File: config.mk
export PLATFORM = sky130hd
export DESIGN_NAME = sum_acc
export DESIGN_NICKNAME = d
export VERILOG_FILES = /design/src/rtl/sum_acc_pkg.sv /design/src/rtl/sum_acc_vld_dly.sv /design/src/rtl/sum_acc.sv
export SDC_FILE = /design/constraint.sdc
export NUM_CORES = 1
export LEC_CHECK = 0
export ABC_AREA = 1
export CAP_MARGIN = 0
export CORE_ASPECT_RATIO = 0.5
export CORE_MARGIN = 3
export CORE_UTILIZATION = 30
export DETAILED_ROUTE_END_ITERATION = 8
export PLACE_DENSITY = 0.61
export SLEW_MARGIN = 25
export SYNTH_ARGS = -nofsm -noshare
export SYNTH_HDL_FRONTEND = slang
export SYNTH_SLANG_ARGS = --single-unit
File: constraint.sdc
create_clock -name clk -period 2.4 [get_ports clk]
set_input_delay 0.48 -clock clk [delete_from_list [all_inputs] [get_ports clk]]
set_output_delay 0.48 -clock clk [all_outputs]
set_load 0.005 [all_outputs]
File: src/rtl/sum_acc_pkg.sv
// Shared definitions for the sum_acc group accumulator: default adder latency,
// FSM state encoding and a constant-foldable ceil(log2) helper.
package sum_acc_pkg;

    localparam int ADD_LAT_DEF = 2;

    typedef enum logic {
        IDLE  = 1'b0,
        ACCUM = 1'b1
    } state_t;

    function automatic int clog2(input int value);
        int res;
        int v;
        res = 0;
        v   = value - 1;
        while (v > 0) begin
            res++;
            v = v >> 1;
        end
        return res;
    endfunction

endpackage

File: src/rtl/sum_acc_vld_dly.sv
// Operand-valid delay line matching the adder's fixed latency; its output
// marks the cycles in which the adder result is meaningful.
module sum_acc_vld_dly
    import sum_acc_pkg::*;
#(
    parameter int DEPTH = ADD_LAT_DEF
) (
    input  logic clk,
    input  logic rst,
    input  logic din,
    output logic dout
);

    logic [DEPTH-1:0] pipe;

    // NOTE: sequential state uses non-blocking assignments so every stage samples
    // its neighbour's pre-edge value; blocking here would collapse the shift chain.
    always_ff @(posedge clk) begin
        if (rst) begin
            pipe <= '0;
        end else begin
            pipe[0] <= din;
            for (int i = 1; i < DEPTH; i++) begin
                pipe[i] <= pipe[i-1];
            end
        end
    end

    assign dout = pipe[DEPTH-1];

endmodule

File: src/rtl/sum_acc.sv
// Group accumulator behind a two-stage 4-operand adder: sums ACC_LEN results
// into a widened total on a valid/ready output. Optional macro SUM_ACC_SAT_EN.
module sum_acc
    import sum_acc_pkg::*;
#(
    parameter int DSIZE   = 64,
    parameter int ACC_LEN = 8,
    parameter int ADD_LAT = ADD_LAT_DEF,
    localparam int ASIZE  = DSIZE + clog2(ACC_LEN),
    localparam int CNT_W  = clog2(ACC_LEN + 1)
) (
    input  logic             clk,
    input  logic             rst,
    input  logic             op_vld,
    input  logic [DSIZE-1:0] sum,
    input  logic             flush,
    output logic [ASIZE-1:0] acc_data,
    output logic [CNT_W-1:0] acc_cnt,
    output logic             acc_vld,
    input  logic             acc_rdy,
    output logic             ovf_err
`ifdef SUM_ACC_SAT_EN
    ,
    output logic             acc_sat
`endif
);

    localparam logic [CNT_W-1:0] LEN_C = CNT_W'(ACC_LEN);
    localparam logic [CNT_W-1:0] ONE_C = CNT_W'(1);

    state_t           state, state_nxt;
    logic [ASIZE-1:0] acc, acc_nxt;
    logic [CNT_W-1:0] cnt, cnt_nxt, cnt_inc;
    logic [ASIZE-1:0] sum_ext, acc_sum, emit_total, out_data;
    logic [CNT_W-1:0] emit_cnt;
    logic             res_vld;
    logic             emit;

    sum_acc_vld_dly #(.DEPTH(ADD_LAT)) u_vld_dly (
        .clk  (clk),
        .rst  (rst),
        .din  (op_vld),
        .dout (res_vld)
    );

    // NOTE: every signal written here gets a default first, so no path can
    // leave one unassigned and infer a latch.
    always_comb begin
        sum_ext    = ASIZE'(sum);
        acc_sum    = acc + sum_ext;
        cnt_inc    = cnt + ONE_C;
        state_nxt  = state;
        acc_nxt    = acc;
        cnt_nxt    = cnt;
        emit       = 1'b0;
        emit_total = acc_sum;
        emit_cnt   = cnt_inc;
        case (state)
            IDLE: begin
                if (res_vld) begin
                    if (flush) begin
                        emit       = 1'b1;
                        emit_total = sum_ext;
                        emit_cnt   = ONE_C;
                    end else begin
                        acc_nxt   = sum_ext;
                        cnt_nxt   = ONE_C;
                        state_nxt = ACCUM;
                    end
                end
            end
            ACCUM: begin
                if (res_vld) begin
                    if (cnt_inc == LEN_C || flush) begin
                        emit      = 1'b1;
                        acc_nxt   = '0;
                        cnt_nxt   = '0;
                        state_nxt = IDLE;
                    end else begin
                        acc_nxt = acc_sum;
                        cnt_nxt = cnt_inc;
                    end
                end else if (flush) begin
                    // Flush with no new result emits what has been gathered so far.
                    emit       = 1'b1;
                    emit_total = acc;
                    emit_cnt   = cnt;
                    acc_nxt    = '0;
                    cnt_nxt    = '0;
                    state_nxt  = IDLE;
                end
            end
            default: state_nxt = IDLE;
        endcase
    end

`ifdef SUM_ACC_SAT_EN
    localparam logic [ASIZE-1:0] DMAX = ASIZE'({DSIZE{1'b1}});
    logic clamp;
    assign clamp    = |emit_total[ASIZE-1:DSIZE];
    assign out_data = clamp ? DMAX : emit_total;
`else
    assign out_data = emit_total;
`endif

    // NOTE: reset is synchronous and covers all state, including the datapath
    // registers, so a restarted accumulator never sees a stale partial total.
    always_ff @(posedge clk) begin
        if (rst) begin
            state <= IDLE;
            acc   <= '0;
            cnt   <= '0;
        end else begin
            state <= state_nxt;
            acc   <= acc_nxt;
            cnt   <= cnt_nxt;
        end
    end

    // The adder cannot be stalled: an emit that finds the output occupied is dropped.
    always_ff @(posedge clk) begin
        if (rst) begin
            acc_data <= '0;
            acc_cnt  <= '0;
            acc_vld  <= 1'b0;
            ovf_err  <= 1'b0;
`ifdef SUM_ACC_SAT_EN
            acc_sat  <= 1'b0;
`endif
        end else begin
            if (emit && (!acc_vld || acc_rdy)) begin
                acc_data <= out_data;
                acc_cnt  <= emit_cnt;
                acc_vld  <= 1'b1;
`ifdef SUM_ACC_SAT_EN
                acc_sat  <= clamp;
`endif
            end else if (acc_vld && acc_rdy) begin
                acc_vld <= 1'b0;
            end
            if (emit && acc_vld && !acc_rdy) begin
                ovf_err <= 1'b1;
            end
        end
    end

endmodule

==> results.txt, run 1 <==
- At the worst endpoint, the required time is about 2.8 ns.
* Final TNS setup: 0 ns
* Achievable frequency: 430 MHz
* Startpoint type of the worst setup path: flip-flop
- The number of clock buffers added by TritonCTS is 17.
* Number of flip-flops and latches in the synthesized netlist: roughly 150
- In this run the number of H-tree levels came out at 4.
* Async set-or-reset flop fraction in the synthesized netlist: 0
- Maximum vdd ir drop: around 0.52 mV
* Die width: between 300 and 400 um
* Synth-to-layout area growth: 48.9%
* Slowest CP cell: fa_2
* Post-route worst setup slack: between 0.07 and 0.08 ns
* Number of placed instances, taps included: between 3000 and 4000
- TritonCTS built the clock tree.
- Count of cell types in the netlist: 37
- The count of nets left with antenna violations once routing finished came out at 0.
- The completed layout was analyzed and its total power is 8.39 mW.
- Each instance of the synthesized netlist takes up on average 5.47 um^2.
* Routed vias/inst: slightly below 5
* Post-synthesis cell type with the largest combined area: nand2_1
* Core box area: approximately 46000 um^2
* Synth Warn #: 0
- TritonRoute pass-1 iters: 7
* Global-route wire length before repair: 90600 um
- Pins Over Slew Limit: 0
- Layout fillers: 4735
* Remaining DRCs: 0
- Nets: ~3100
- The initial antenna violation count was 0.
- Summing every instance area after synthesis gives about 14000 um^2.
- Power density over the cells: about 400 nW/um^2
- The number of global-route vias before repair is between 15000 and 20000.
- By area the synthesized netlist is led by nand2_1 26%, dfxtp_1 21%, inv_1 12%.
- The final number of hold-violating endpoints came to 0.
* Part of the Yosys area used for sequential elements: 0.210
- Row Count: between 50 and 60
- Floorplan die height: 159 um
- Number of flops mapped to enable cells by yosys: 0
- Outcome: finished clean
- Dpl cell area: 18200 um^2
- Leakage power of the design: between 10 and 15 nW
* Average wire per standard cell: ~17 um
- After the first detailed-routing iteration, the DRC count stood at between 1000 and 1500.
- The floorplan step defined a die boundary enclosing between 40000 and 50000 um^2.
* Number of hold-repair buffers added at the cts stage: 0
* CTS Sinks: about 150
- Worst clock skew on the final layout: approximately 0.024 ns
* Placer Congestion: 1.02
- Pre-CTS WS: -0.911 ns
* HPWL reported at the end of detailed placement: 45900 um
- Setup repair after global routing missed its margin: true
- Headroom to the max-slew limit came out at 0.598.
- Most frequent cells after synthesis: 951 x nand2_1, 451 x inv_1, 222 x o21ai_0, 161 x nor2_1, 158 x nand3_1
* Clock root buffer master: clkbuf_16
* Footprint of the flip-flops and latches: just under 3000 um^2
- In the global route stage, overall resource usage came out at 0.233.
- In the finished design, the share of the clock period the worst path needs comes to 0.968.
- Final Routed Wirelength: approximately 60000 um
* Critical Setup Path Class: reg2reg
- Kind of capture point of the worst setup path: flip-flop
* Pin count of the biggest net entering global routing: between 80 and 90
* Critical Path Fanout Max: 4
- For the pin with the worst max-slew slack, the measured transition is 0.603 ns.
* Count of port buffers added during placement: 141
* Gate count after technology mapping: 2558
* Fraction of layout instances using a drive strength above 1: 0.242
* Final standard cell area without fillers: between 20000 and 25000 um^2
- Post-Layout Cell Count: 3566
* Critical path, cell by cell: ha_4 > inv_2 > fa_2 > inv_2 > nand3_2 > nand2_4 > nand3_4 > nand3_4 > nand2_2 > nand2_2 > buf_12 > nand2_2 > nand3_2 > nand3_1 > nand2_1 > nand3_2 > nand2_1 > inv_1
* Net count after synthesis: between 2000 and 3000
- Insertion delay to the later sink of the worst-skew pair: 0.47 ns
- Cell with the most instances after synthesis: nand2_1
- In the final layout, the multi-input gates occupy roughly 11000 um^2.
- Predominant post-synthesis flop cell: dfxtp_1
* DR vias: 17300
- Final Critical Period: about 2.3 ns
- The initial utilization of the core area, before any placement, comes to 0.307.
- Counting along the longest clock path gives a buffer depth of 2.
- Data arrival time of the critical path: ~2.7 ns
- Delay of the slowest cell on the worst path: roughly 0.43 ns
- Synth top area share: 0.255
- Remaining global-route overflow: 0
- Total inserted antenna cells: 0
* Worst hold path type: in2reg
- Ports: between 100 and 150
- Endpoints failing setup: 0
- Clock transition at the registers of the reported paths: roughly 0.08 ns
- Reported max-cap violation count: 0
## power by group
group	leakage (nW)	internal (mW)	total [mW]	switching [mW]
Clock	0.274	1.40	2.78	1.37
Sequential	1.21	2.57	2.68	0.112
Combinational	9.41	1.30	2.93	1.63
## metal layers
layer	part of all wire	vias up	global-route usage
li1	-	8735	-
met5	0	-	0
met1	0.45	7966	0.303
met3	0.065	90	0.0451
met4	0.031	0	0.0843
met2	0.46	517	0.382
## critical path, delay by kind of cell, from the launching register on
kind	cells	cell delay, ns
buffers and inverters	4	0.27
adders and majority gates	2	0.57
and+or+nand+nor	12	1.00
DFF	1	0.36
## sequential cells by signal, indices dropped and copies added, names as in the netlist
name            cells
acc_data           67
cnt                 4
acc                67
u_vld_dly.pipe      2
acc_cnt             4
acc_vld             1
state               1
ovf_err             1
## cell type report
class	count	area share
clock buffers	18	0.0211
clock inverters	14	0.00667
inverters	455	0.0821
multi-input cells	1864	0.520
flip-flops and latches	147	0.143
well taps	627	0.0377
repair buffers	441	0.189
## path summary, 6_finish.rpt
kind	startpoint	endpoint	slack, ns	cells past startpoint
worst max register to register	acc[0]	acc_data[44]	0.08	18
worst min-delay path	sum[22]	acc[22]	0.39	3
worst max-delay path	acc[0]	acc_data[44]	0.08	18
worst min register to register	u_vld_dly.pipe[0]	u_vld_dly.pipe[1]	0.41	2
## timing repair
item,CTS,global route
pin swaps,19,66
resized for setup,204,292
setup buffers,4,9
endpoints found under the setup margin,108,102
## kinds of logic (layout without fill, tap and decap cells)
family,after synthesis,count (layout),synth area share
simple gates,1305,1305,0.371
xor+xnor,32,32,0.0206
buf+inv,547,928,0.151
compound gates,459,459,0.187
fa+ha+maj,68,68,0.0613
flops,147,147,0.210
## layout by cell type, fill, tap and decap left out, types with 31 or more instances in the layout
cell type	count
nand2_1	845
inv_1	437
buf_4	279
o21ai_0	208
nand3_1	122
dfxtp_1	119
nand2_2	94
nor2_1	88
clkdlybuf4s50_1	81
nor2_2	59
a31oi_1	56
a21oi_1	56
o21a_1	56
ha_4	56
dlymetal6s2s_1	35
nand3_2	31
## metrics by stage
stage | hold WS (ns) | utilization
finish | 0.390 | 0.457
global route | 0.405 | 0.457
CTS | 0.408 | 0.432
detailed placement | 0.397 | 0.398
global placement | 0.392 | 0.398
floorplan | 0.388 | -
No activity file was read; power rests on OpenSTA's default activity.
==> inputs of run 2 (changes only) <==
--- a/config.mk
+++ b/config.mk
@@ -7,11 +7,11 @@
 export LEC_CHECK = 0
 export ABC_AREA = 1
 export CAP_MARGIN = 0
-export CORE_ASPECT_RATIO = 0.5
+export CORE_ASPECT_RATIO = 1.75
 export CORE_MARGIN = 3
-export CORE_UTILIZATION = 30
+export CORE_UTILIZATION = 36
 export DETAILED_ROUTE_END_ITERATION = 8
-export PLACE_DENSITY = 0.61
+export PLACE_DENSITY = 0.67
 export SLEW_MARGIN = 25
 export SYNTH_ARGS = -nofsm -noshare
 export SYNTH_HDL_FRONTEND = slang
==> constraint.sdc (replaced) <==
create_clock -name clk -period 2.5 [get_ports clk]
set_input_delay 0.5 -clock clk [delete_from_list [all_inputs] [get_ports clk]]
set_output_delay 0.5 -clock clk [all_outputs]
set_load 0.005 [all_outputs]
==> run 2 against run 1 <==
  * Fmax fell by 4.2%
  * Via count rose by 1.9%
  * Clock-buffer cell count grew 2
  * Non-clock buffer count stayed put
  * Cell count shrank 4.1%
  * Total power down 1.5%
  * First-iteration DRC count fell by 16%
  * Routed wire length rose by 7.1%
  * Register-to-register slack about the same
  * Critical path type unchanged
==> results.txt, run 2 (same netlist as run 1, synthesis figures left out) <==
- Final TNS setup: 0 ns (unchanged)
- Power consumption: 8.26 mW (-1.5%)
* Count of port buffers added during placement: 141 (unchanged)
- The post-detailed-route count of antenna-violating nets came to 0 (unchanged).
- Synth-to-layout area growth: 44.7%
* GRT met1 Usage: 0.293 (-0.00945)
- The die area came to 41400 um^2 (-16%).
* Power density over the cells: 408 nW/um^2 (+1.4%)
- The average wire per cell in the routed design was 18.7 um (+12%).
- The run finished with clean final reports.
- The iteration count of the initial detailed-routing pass came to 8 (+1).
- Top Usage Layer GRT: met2
- The max-cap check violation count was 0 (unchanged).
- Critical Setup Path Class: reg2reg
* Initial cell density of the core: 0.368 (+0.0616)
- TritonCTS built the clock tree.
- The number of global-route vias before repair came to 17600 (+9.0%).
- Clock root buffer master: clkbuf_16
- Delay of the slowest cell on the worst path: 0.38 ns (-0.05 ns)
- Endpoints failing setup: 0 (unchanged)
- Rel. slew slack: 0.638 (+0.0405)
* Footprint of the flip-flops and latches: 2970 um^2 (-0.25%)
- Hold-critical path depth: 2 (-1)
- Row Count: 94 (+71%)
- The share of final-layout standard cells stronger than drive strength 1 was 0.211 (-0.0313).
- Ports: 142 (unchanged)
* Number of hold-repair buffers added at the cts stage: 0 (unchanged)
- The max-slew violation count was 0 (unchanged).
* Die width: 155 um (-50%)
- Core box area: 38000 um^2 (-17%)
* Setup slack of the most critical reg-to-reg path: 0.07 ns (about the same)
* Final Routed Wirelength: 64000 um (+7.1%)
- The library cells used most frequently in the layout, excluding fill and tap cells, are 867 x nand2_1, 444 x inv_1, 281 x buf_4.
- The maximum net fanout on the critical path came to 4 (unchanged).
- Startpoint type of the worst setup path: flip-flop
- The met3 routing resource usage after global routing came to 0.0310 (-0.0141).
* Clock transition at the registers of the reported paths: 0.07 ns (about the same)
- Data arrival time of the critical path: 2.79 ns (+0.11 ns)
* Registers with the highest flip-flop counts: acc: 67 flops, acc_data: 67 flops
* DR vias: 17600 (+1.9%)
- Final number of hold-violating endpoints: 0 (unchanged)
* Routed vias/inst: 5.16 (+6.3%)
* Remaining global-route overflow: 0 (unchanged)
* Final cycle utilization of the critical path: 0.970 (+0.00167)
- Total inserted antenna cells: 0 (unchanged)
- The largest buffer count on any clock path came to 2 (unchanged).
- The min-delay analysis places its worst path in the category reg2reg.
* Kind of capture point of the worst setup path: flip-flop
- Traced cell by cell, the critical path runs through ha_4 > inv_1 > fa_2 > inv_2 > nand3_1 > nand2_2 > nand2_1 > nand2_2 > buf_4 > nand3_1 > nand4_1 > nand2_2 > o21bai_1 > nand3_1 > nand2_1 > inv_1.
- The detailed-route DRC error count was 0 (unchanged).
- The number of H-tree levels was 4 (unchanged).
- The net count of the finished layout is 3063 (unchanged).
* Final Critical Period: 2.43 ns (+0.101 ns)
- Insertion delay to the later sink of the worst-skew pair: 0.47 ns (about the same)
* Slew at the pin closest to its max-slew limit: 0.543 ns (-0.0608 ns)
- Global-route wire length before repair: 96500 um (+6.5%)
- Depth of the most critical reg-to-reg path: 16 (-2)
- Pin count of the biggest net entering global routing: 96 (+10%)
- Area of combinational cells with multiple inputs: 10500 um^2 (-3.4%)
- Most common library cell in the layout ignoring fill and taps: nand2_1
* Overall global routing resource usage: 0.302 (+0.0695)
- CTS Sinks: 147 (unchanged)
* Drt first-iter violations: 1143 (-16%)
- The height of the die came to 267 um (+68%).
- Required @ worst endpoint: 2.87 ns (+0.11 ns)
- Leakage power of the design: 10.7 nW (-1.8%)
- Layout fillers: 3895 (-18%)
- Initial antenna violation count: 1 (+1)
* Worst clock skew on the final layout: 0.0127 ns (-0.0109 ns)
- Number of buffers added by the clock tree synthesis step: 17 (unchanged)
- The final HPWL from detailed placement was 49800 um (+8.6%).
- Achievable frequency: 412 MHz (-4.2%)
- Placer Congestion: 1.04 (+2.1%)
* Slowest CP cell: fa_2
* M2 GR Usage: 0.550 (+0.168)
- Maximum vdd ir drop: 0.434 mV (-16%)
[run 2: layer usage]
metal | vias to the layer above | part of all wire
li1 | 8723 | -
met1 | 7997 | 0.34
met2 | 671 | 0.51
met3 | 244 | 0.045
met4 | 0 | 0.10
met5 | - | 0
[run 2: layout make-up]
type / count / area share
clock buffer: 20 / 0.0221
clock inverter: 12 / 0.00828
inverter: 455 / 0.0844
multi-input combinational: 1864 / 0.517
sequential: 147 / 0.147
tap: 480 / 0.0297
timing repair buffer: 441 / 0.192
[run 2: where the power goes]
part           total, mW  switching [mW]  leakage, nW  internal, mW
registers           2.58           0.109         1.21          2.47
clock network       2.88            1.26        0.297          1.62
logic               2.80            1.59         9.19          1.21
total               8.26            2.96         10.7          5.30
[run 2: critical path: cells and delay by family, from the launching register on]
kind	cells	cell delay (ns)
AOI/OAI and AO/OA	1	0.15
adders and majority gates	2	0.53
buffers and inverters	4	0.28
DFF	1	0.37
and+or+nand+nor	9	1.00
[run 2: worst paths after layout]
check / start / endpoint
worst max-delay path: acc[0] / acc_data[40]
worst min-delay path: u_vld_dly.pipe[0] / u_vld_dly.pipe[1]
worst max register to register: acc[0] / acc_data[40]
worst min register to register: u_vld_dly.pipe[0] / u_vld_dly.pipe[1]
[run 2: what timing repair did]
item | CTS | global route
pin swaps | 39 | 42
gates resized for setup | 205 | 180
endpoints found under the setup margin | 93 | 89
buffers inserted | 7 | 2
[run 2: per-stage QoR]
| stage | util | cells | hold WS [ns] | setup WS (ns) | instance area, um^2 |
|---|---|---|---|---|---|
| 2_1_floorplan | - | 2558 | 0.388 | 0.167 | 14000 |
| 3_3_place_gp | 0.473 | 3378 | 0.397 | -0.957 | 18000 |
| 3_5_place_dp | 0.473 | 3378 | 0.400 | -0.914 | 18000 |
| 4_1_cts | 0.514 | 3417 | 0.412 | -0.0281 | 19500 |
| 5_1_grt | 0.533 | 3419 | 0.422 | -0.0324 | 20200 |
| 6_report | 0.533 | 3419 | 0.413 | 0.0746 | 20200 |
==> inputs of run 3 (changes only) <==
--- a/config.mk
+++ b/config.mk
@@ -11,7 +11,7 @@
 export CORE_MARGIN = 3
 export CORE_UTILIZATION = 36
 export DETAILED_ROUTE_END_ITERATION = 8
-export PLACE_DENSITY = 0.67
+export PLACE_DENSITY = 0.69
 export SLEW_MARGIN = 25
 export SYNTH_ARGS = -nofsm -noshare
 export SYNTH_HDL_FRONTEND = slang
==> constraint.sdc (replaced) <==
create_clock -name clk -period 1.95 [get_ports clk]
set_input_delay 0.39 -clock clk [delete_from_list [all_inputs] [get_ports clk]]
set_output_delay 0.39 -clock clk [all_outputs]
set_load 0.005 [all_outputs]
==> run 3 against run 2 <==
  * The flow now finishes with violations (negative setup slack)
  * Total power rose by 40%
  * Die area did not move
  * Clock skew rose by 0.0021 ns
  * Critical path depth is 1 lower
  * Register-to-register slack worse by 0.51 ns
  * Sequential share of layout area fell by 2.1 points
  * Clock-buffer cell count decreased by 3
  * Setup slack worse by 0.51 ns
  * Hold slack lost 0.11 ns
  * Sequential cell count unchanged
  * Highest routed layer unchanged
==> results.txt, run 3 (same netlist as run 1, synthesis figures left out) <==
- The final instance area came to 24100 um^2 (+19%).
* Most frequent cells in the layout: 600 x nand2_1, 386 x inv_1, 305 x buf_4
- Final number of hold-violating endpoints: 0 (unchanged)
- Critical Path Fanout Max: 4 (unchanged)
- Count of port buffers added during placement: 141 (unchanged)
- Clock Path Buffers: 2 (unchanged)
- Required @ worst endpoint: 2.31 ns (-0.56 ns)
* M2 GR Usage: 0.607 (+0.0563)
* Power density over the cells: 483 nW/um^2 (+18%)
- The root buffer cell chosen for the clock tree is clkbuf_16.
* Global-route wire length before repair: 102000 um (+5.4%)
- Achievable frequency: 418 MHz (+1.5%)
- For this design, the slowest cell found on the critical path is fa_2.
- Most common library cell in the layout ignoring fill and taps: nand2_1
- Number of buffers added by the clock tree synthesis step: 17 (unchanged)
* Worst clock skew on the final layout: 0.0148 ns (+0.00207 ns)
* Final Routed Wirelength: 70700 um (+10%)
- The final critical delay including setup and external delays was 2.39 ns (-0.0355 ns).
- Insertion delay to the later sink of the worst-skew pair: 0.47 ns (about the same)
* Critical path, cell by cell: buf_6 > inv_4 > fa_2 > inv_2 > nand3_2 > nand2_4 > nand2_4 > nand2_4 > nand3_2 > nand4_1 > nand2_2 > o21bai_1 > nand3_1 > nand2_1 > inv_1
- Ports: 142 (unchanged)
- In this run the critical register-to-register path is launched from acc[1].
- Final TNS setup: -28.24 ns (-28.24 ns)
- The number of cells after detailed placement is 3423 (+1.3%).
- The checks that failed: negative setup slack.
* GRT met1 Usage: 0.292 (-0.000890)
* Slew at the pin closest to its max-slew limit: 0.590 ns (+0.0470 ns)
- Setup slack of the most critical reg-to-reg path: -0.44 ns (-0.51 ns)
- The area after detailed placement is 18600 um^2 (+3.6%).
* Reported max-cap violation count: 0 (unchanged)
* Nets: 3171 (+3.5%)
- Rel. slew slack: 0.607 (-0.0313)
* Fraction of layout instances using a drive strength above 1: 0.408 (+0.197)
- Setup repair after global routing could not meet its margin everywhere.
* Average wire per standard cell: 20.0 um (+7.0%)
* Die Outline Area: 41400 um^2 (unchanged)
* HPWL reported at the end of detailed placement: 52000 um (+4.3%)
* Outcome: complete, but fails checks
* Initial antenna violation count: 1 (unchanged)
* DR vias: 18800 (+6.8%)
* Remaining global-route overflow: 0 (unchanged)
- The most numerous cell type found on the critical path is nand2_4.
- The area growth from synthesis to layout is 71.9%.
- The total track usage is 0.319 (+0.0172).
* CTS tree: yes
- The worst ir drop on vdd is 0.472 mV (+8.7%).
* Start point of the worst hold path: sum[59]
* Hold-critical path depth: 3 (+1)
* Delay of the slowest cell on the worst path: 0.42 ns (+0.04 ns)
- H-Tree Level Count: 4 (unchanged)
* Pin count of the biggest net entering global routing: 78 (-19%)
- Row Count: 94 (unchanged)
- The DRC violation total after the first TritonRoute iteration came to 1419 (+24%).
- The min-delay analysis places its worst path in the category in2reg.
- Final ANT Viol Nets: 0 (unchanged)
- The final weighted congestion of routability-driven global placement is 1.07 (+2.9%).
- Hold EP: acc[59]
- The height of the die came to 267 um (unchanged).
* CTS Sinks: 147 (unchanged)
- Top Usage Layer GRT: met2
- The worst setup path is launched from a flip-flop.
- The worst endpoint data arrival time was 2.75 ns (-0.04 ns).
- The critical path is of the reg2reg type.
- Startpoint of the worst setup timing path: acc[1]
- Layout fillers: 3361 (-14%)
* Remaining DRCs: 0 (unchanged)
- Initial cell density of the core: 0.368 (unchanged)
- The max-slew violation count came to 0 (unchanged).
- Clock transition at the registers of the reported paths: 0.07 ns (about the same)
- The final worst setup slack is -0.440 ns (-0.515 ns).
- TritonRoute pass-1 iters: 7 (-1)
- The leakage power figure is 12.3 nW (+15%).
- Core box area: 38000 um^2 (unchanged)
- Grt met3 use: 0.0359 (+0.00487)
* Endpoints failing setup: 121 (+121)
- Vias in the first global route: 18800 (+6.5%)
* Final cycle utilization of the critical path: 1.23 (+0.255)
* Die width: 155 um (unchanged)
* Kind of capture point of the worst setup path: flip-flop
- In the final layout, the registers with the most flip-flops are acc: 67 flops, acc_data: 67 flops.
- Crit Reg-Reg Endpoint: acc_data[40]
- The detailed-route vias per instance is 5.34 (+3.5%).
- The worst reg-to-reg path cell count came to 15 (-1).
* Number of hold-repair buffers added at the cts stage: 0 (unchanged)
- The core utilization of the finished layout is 0.633 (+0.100).
- The post-route non-filler standard cell count came to 3528 (+3.2%).
## run 3: cell types whose count changed in the layout (fill, tap and decap cells not counted), sizes merged, moves of 3 or more
cell,before,now
buf,300,408
dlygate4sd2,32,62
dlymetal6s2s,27,1
clkbuf,21,17
clkdlybuf4s50,81,78
clkinv,5,8
## run 3: area by class of cell
cell class	count	area, um^2	area share
diodes	1	2.50	0.000104
clock inverters	15	171	0.00713
well taps	480	601	0.0250
repair buffers	549	5060	0.210
inverters	455	1730	0.0720
multi-input cells	1864	13000	0.542
flip-flops and latches	147	3030	0.126
clock buffers	17	425	0.0177
## run 3: worst max path at each step
stage          cells after the start           end
6_report                          15  acc_data[40]
5_1_grt                           15  acc_data[40]
4_1_cts                           17  acc_data[30]
3_5_place_dp                      18  acc_data[41]
3_3_place_gp                      17  acc_data[29]
2_1_floorplan                     17  acc_data[32]
## run 3: routing by layer
metal | wire length, um | up-vias
met2 | 36800 | 816
met4 | 7790 | 0
li1 | - | 8958
met1 | 22600 | 8729
met3 | 3420 | 330
met5 | 0 | -
## run 3: what timing repair did
action / CTS / global route
buffers inserted: 55 / 25
cloned: 1 / 0
pin swaps: 249 / 184
endpoints found under the hold margin: 0 / 0
gates resized for setup: 830 / 357
endpoints found under the setup margin: 126 / 130
## run 3: power breakdown
part           internal, mW  switching [mW]  leakage, nW
combinational          2.09            2.62         10.8
clock                  1.92            1.66        0.290
sequential             3.17           0.137         1.23
## run 3: through the flow
step           hold slack [ns]  total power [mW]  worst slack (ns)
6_report                 0.307              11.6            -0.440
5_1_grt                  0.318              12.1            -0.553
4_1_cts                  0.389              11.1            -0.380
3_5_place_dp             0.402              6.70             -1.28
3_3_place_gp             0.402              6.66             -1.30
2_1_floorplan            0.388              5.00           -0.0660
## run 3: worst max-delay path: cells and delay by family (launching register included)
family	cells	cell delay, ns
buf+inv	4	0.28
fa+ha+maj	1	0.42
flops	1	0.36
simple gates	9	1.04
compound gates	1	0.19
